$ cat config.mk
export PLATFORM = sky130hd
export DESIGN_NAME = cos_correlator_rx
export DESIGN_NICKNAME = d
export VERILOG_FILES = /design/src/rtl/cos_correlator_rx.sv
export SDC_FILE = /design/constraint.sdc
export NUM_CORES = 1
export LEC_CHECK = 0
export ABC_AREA = 1
export BUFFER_PORTS_ARGS = -buffer_cell sky130_fd_sc_hd__buf_2
export CAP_MARGIN = 20
export CORE_MARGIN = 2
export CORE_UTILIZATION = 60
export DETAILED_ROUTE_END_ITERATION = 10
export PLACE_DENSITY = 0.79
export SLEW_MARGIN = 20
export SYNTH_ARGS = -nofsm -noshare
export SYNTH_HDL_FRONTEND = slang
export SYNTH_SLANG_ARGS = --single-unit
$ cat constraint.sdc
create_clock -name clk -period 8.5 [get_ports clk]
set_clock_uncertainty 0.1 [all_clocks]
set_input_delay 2.125 -clock clk [delete_from_list [all_inputs] [get_ports clk]]
set_output_delay 2.125 -clock clk [all_outputs]
set_load 0.03 [all_outputs]
$ cat src/rtl/cos_correlator_rx.sv
// Correlates signed 8-bit carrier samples against a 52-entry cosine table; decides one bit per symbol from the sign.
// Optional erasure flag on weak correlations when COSDEMOD_ERASURE_EN is defined.
module cos_correlator_rx #(
   parameter int SAMPLES_PER_SYM = 52,
   parameter int ACC_W           = 22,
   parameter int CNT_W           = 16,
   parameter int ERASE_THR       = 4096
) (
   input  logic             clk,
   input  logic             reset,
   input  logic [7:0]       sample_in,
   input  logic             sample_valid,
   input  logic             sym_sync,
   output logic             bit_out,
   output logic             bit_valid,
   output logic [ACC_W-1:0] corr_out,
   output logic [CNT_W-1:0] sym_cnt
`ifdef COSDEMOD_ERASURE_EN
   ,
   output logic             bit_erasure
`endif
);

   localparam logic [5:0] LAST_IDX = 6'(SAMPLES_PER_SYM - 1);

   // The table depth is fixed, so any other symbol length cannot work.
   if (SAMPLES_PER_SYM != 52 || ERASE_THR <= 0) begin : g_bad_cfg
      $error("cos_correlator_rx: unsupported SAMPLES_PER_SYM or ERASE_THR");
   end

   function automatic logic signed [7:0] cos_half(input logic [4:0] i);
      case (i)
         5'd0:    return 8'sd78;
         5'd1:    return 8'sd77;
         5'd2:    return 8'sd75;
         5'd3:    return 8'sd73;
         5'd4:    return 8'sd69;
         5'd5:    return 8'sd64;
         5'd6:    return 8'sd58;
         5'd7:    return 8'sd51;
         5'd8:    return 8'sd44;
         5'd9:    return 8'sd36;
         5'd10:   return 8'sd27;
         5'd11:   return 8'sd18;
         5'd12:   return 8'sd9;
         5'd13:   return 8'sd0;
         5'd14:   return -8'sd9;
         5'd15:   return -8'sd18;
         5'd16:   return -8'sd27;
         5'd17:   return -8'sd36;
         5'd18:   return -8'sd44;
         5'd19:   return -8'sd51;
         5'd20:   return -8'sd58;
         5'd21:   return -8'sd64;
         5'd22:   return -8'sd69;
         5'd23:   return -8'sd73;
         5'd24:   return -8'sd75;
         default: return -8'sd77;
      endcase
   endfunction

   // Second half of the period is the first half negated.
   function automatic logic signed [7:0] cos_lut(input logic [5:0] i);
      if (i < 6'd26) return cos_half(i[4:0]);
      else           return -cos_half(5'(i - 6'd26));
   endfunction

   logic        [5:0]       idx;
   logic signed [ACC_W-1:0] acc;
   logic        [5:0]       idx_sel;
   logic signed [ACC_W-1:0] acc_base;
   logic signed [7:0]       coef;
   logic signed [15:0]      prod;
   logic signed [ACC_W-1:0] sum;
   logic                    decide;

   // A sync with a valid sample restarts the symbol using this very sample as index 0.
   always_comb begin
      idx_sel  = sym_sync ? 6'd0 : idx;
      acc_base = sym_sync ? '0 : acc;
      coef     = cos_lut(idx_sel);
      prod     = $signed(sample_in) * coef;
      sum      = acc_base + {{(ACC_W-16){prod[15]}}, prod};
      decide   = sample_valid && !sym_sync && (idx == LAST_IDX);
   end

`ifdef COSDEMOD_ERASURE_EN
   logic [ACC_W-1:0] mag;
   always_comb mag = sum[ACC_W-1] ? -sum : sum;
`endif

   always_ff @(posedge clk or negedge reset) begin
      if (!reset) begin
         idx       <= '0;
         acc       <= '0;
         bit_out   <= 1'b0;
         bit_valid <= 1'b0;
         corr_out  <= '0;
         sym_cnt   <= '0;
`ifdef COSDEMOD_ERASURE_EN
         bit_erasure <= 1'b0;
`endif
      end else begin
         bit_valid <= 1'b0;
         if (decide) begin
            corr_out  <= sum;
            bit_out   <= !sum[ACC_W-1] && (sum != '0);
            bit_valid <= 1'b1;
            if (sym_cnt != '1) sym_cnt <= sym_cnt + CNT_W'(1);
`ifdef COSDEMOD_ERASURE_EN
            bit_erasure <= (mag < ACC_W'(ERASE_THR));
`endif
            acc <= '0;
            idx <= '0;
         end else if (sample_valid) begin
            acc <= sum;
            idx <= idx_sel + 6'd1;
         end else if (sym_sync) begin
            acc <= '0;
            idx <= '0;
         end
      end
   end

endmodule

==> metrics.yaml <==
synth_area_sq_um: 7914
path_clk_slew_ps: 60
numCtsBuffers: 9
viasPerCell: 5.713
cts_root_buffer: "clkbuf_16"
antenna_cells: 0
min_path_cells: 2
synth_nets: 1213
status: "finished, violations left"
ys_ff_latch: 68
violations: "setup timing"
fin_nets: 1447
rows: 41
synth_cells: 1081
worstPathArrival_ps: 9560
reg2reg_depth: 53
ant_nets: 0
start_util_pct: 61.96
ys_async_sr_fraction_pct: 100.0
core_area_sq_um: 12770
stdcell_area_sq_um: 11070
worst_pin_slew_ps: 1054
cp_slowest_cell: "fa_1"
ys_seq_area_share_pct: 21.50
maxCapViolCount: 0
yosys.cell_types.count: 54
end_kind: "register"
yosys-top-cells-area: "dfrtp_1, fa_1, nand2_1"
cp-start-kind: "input pin"
clkLatencyLatePin_ps: 340
grt.overflow.total: 0
numClockSinks: 68
grt_max_degree: 69
finalHoldViolCount: 0
rsz0062_at_grt: "yes"
drive_gt1_share_pct: 38.11
hp-class: "reg -> reg"
synth_area_per_cell_sq_um: 7.321
port_buffers: 51
place_area_sq_um: 9786
num-fill-cells: 611
synth_most_common_cell: "nand2_1"
syn_to_final_growth_pct: 39.94
setup_viol: 25
setup_ws_ps: -930.3
gp_congestion: 0.9771
clk_path_buf_depth: 2
die-area_sq_um: 14120
grtUsageTotal_pct: 32.44
fin_crit_ps: 9430
yosys_warnings: 0
fin_crit_sh_pct: 110.9
synth_top_cell_area_share_pct: 21.50
timing.final.max_slew_violations: 0
synth_edf_count: 0
synthFlopType: "dfrtp_1"
via_count: 8524
drt-pass1-iter-count: 5
slew_headroom_pct: 29.75
cts_tree: "yes"
wl_per_cell_microns: 17.24
first_global_vias: 8235
yosys.area.top_type: "dfrtp_1"
io_pins: 52
grt_antenna_before_repair: 0
yosys-top-cells-count: "nand2_1, inv_1, nor2_1"
drt-total-wl_mm: 25.72
hpwl_mm: 15.93
required_ps: 8630
die_x_microns: 118.8
htreeDepth: 3
die-height_microns: 118.8
grt_pass1_wl_mm: 37.61
drtIter0Drc: 805
fmax_mhz: 106.0
path_max_fanout: 4
tns_ps: -11870
path_class: "in -> reg"
drc: 0
worst_path_most_repeated_cell: "nand2_1"
slowest_delay_ps: 530
cell families after synthesis:
group,Yosys count,synth area share (%)
simple gates,464,26.88
buf+inv,246,12.13
compound gates,146,11.02
fa+ha+maj,120,24.38
flops,68,21.50
xor+xnor,37,4.095
stage by stage:
step	setup WS, ps	utilization, %	std cells	hold slack, ps
final	-930.3	86.70	1492	386.4
after global routing	-1309	86.70	1492	405.0
after CTS	-603.7	82.86	1480	378.3
after detailed placement	-1083	76.61	1445	360.3
after global placement	-808.4	76.61	1445	359.2
after floorplan	-484.4	-	1081	456.2
cells in the final DEF, fill, tap and decap left out, drive strengths merged:
cell type / instances
nand3b: 4
a211oi: 6
nand3: 54
nor2: 133
or2: 1
ha: 63
o21a: 2
bufinv: 1
nand2b: 1
buf: 241
or3: 1
o211ai: 12
nor3: 6
a21oi: 52
nand2: 251
nand4: 9
xnor2: 16
a22oi: 2
nor4: 3
dfrtp: 68
clkinvlp: 1
and2: 1
a21o: 2
o21bai: 4
o21ai: 52
a32o: 1
clkbuf: 10
xor2: 21
o31ai: 3
inv: 228
a21boi: 1
a31oi: 8
o221ai: 1
clkinv: 4
fa: 57
flip-flops by register name (all words and copies together), names as in the netlist:
register / count
acc: 22
bit_out: 1
bit_valid: 1
corr_out: 22
idx: 6
sym_cnt: 16
worst paths after layout:
check	slack [ps]	end	from
worst min-delay path	390	corr_out[1]	corr_out[1]
min in group asynchronous	1900	sym_cnt[8]	reset
max in group asynchronous	5810	corr_out[14]	reset
worst max-delay path	-930	bit_out	sym_sync
worst max register to register	470	bit_out	idx[1]
worst min register to register	390	corr_out[1]	corr_out[1]
area by class of cell:
type	count	area (sq um)	area share [%]
tap	172	215.2	1.943
inverter	228	885.9	7.999
multi-input combinational	767	6161	55.63
sequential	68	1702	15.37
clock inverter	6	65.06	0.5875
clock buffer	10	229.0	2.068
timing repair buffer	241	1817	16.40
repair_timing:
item / 4_1_cts / 5_1_grt
endpoints found under the setup margin: 21 / 29
gates cloned: 0 / 0
hold buffers: 0 / 0
buffers inserted: 25 / 14
pin swaps: 75 / 69
resized for setup: 97 / 114
critical path, delay by kind of cell:
| family | cells | cell delay [ps] |
|---|---|---|
| AO/OA/AOI/OAI | 9 | 1280 |
| XOR/XNOR | 2 | 250 |
| adder cells (fa/ha/maj) | 8 | 2900 |
| buffers and inverters | 13 | 1150 |
| AND/OR/NAND/NOR | 20 | 1840 |
per-layer routing:
metal  up-vias  GRT usage, %  part of all wire [%]  wire length (microns)
li1       3837             -                     -                      -
met1      4086         41.42                    39                  10010
met2       455         55.46                    49                  12510
met3       146         4.310                   6.3                   1617
met4         0         13.62                   6.2                   1584
met5         -             0                     0                      0
Power is not shown: default switching activity piles up to over one toggle a cycle in this logic, so the estimate is an artifact.
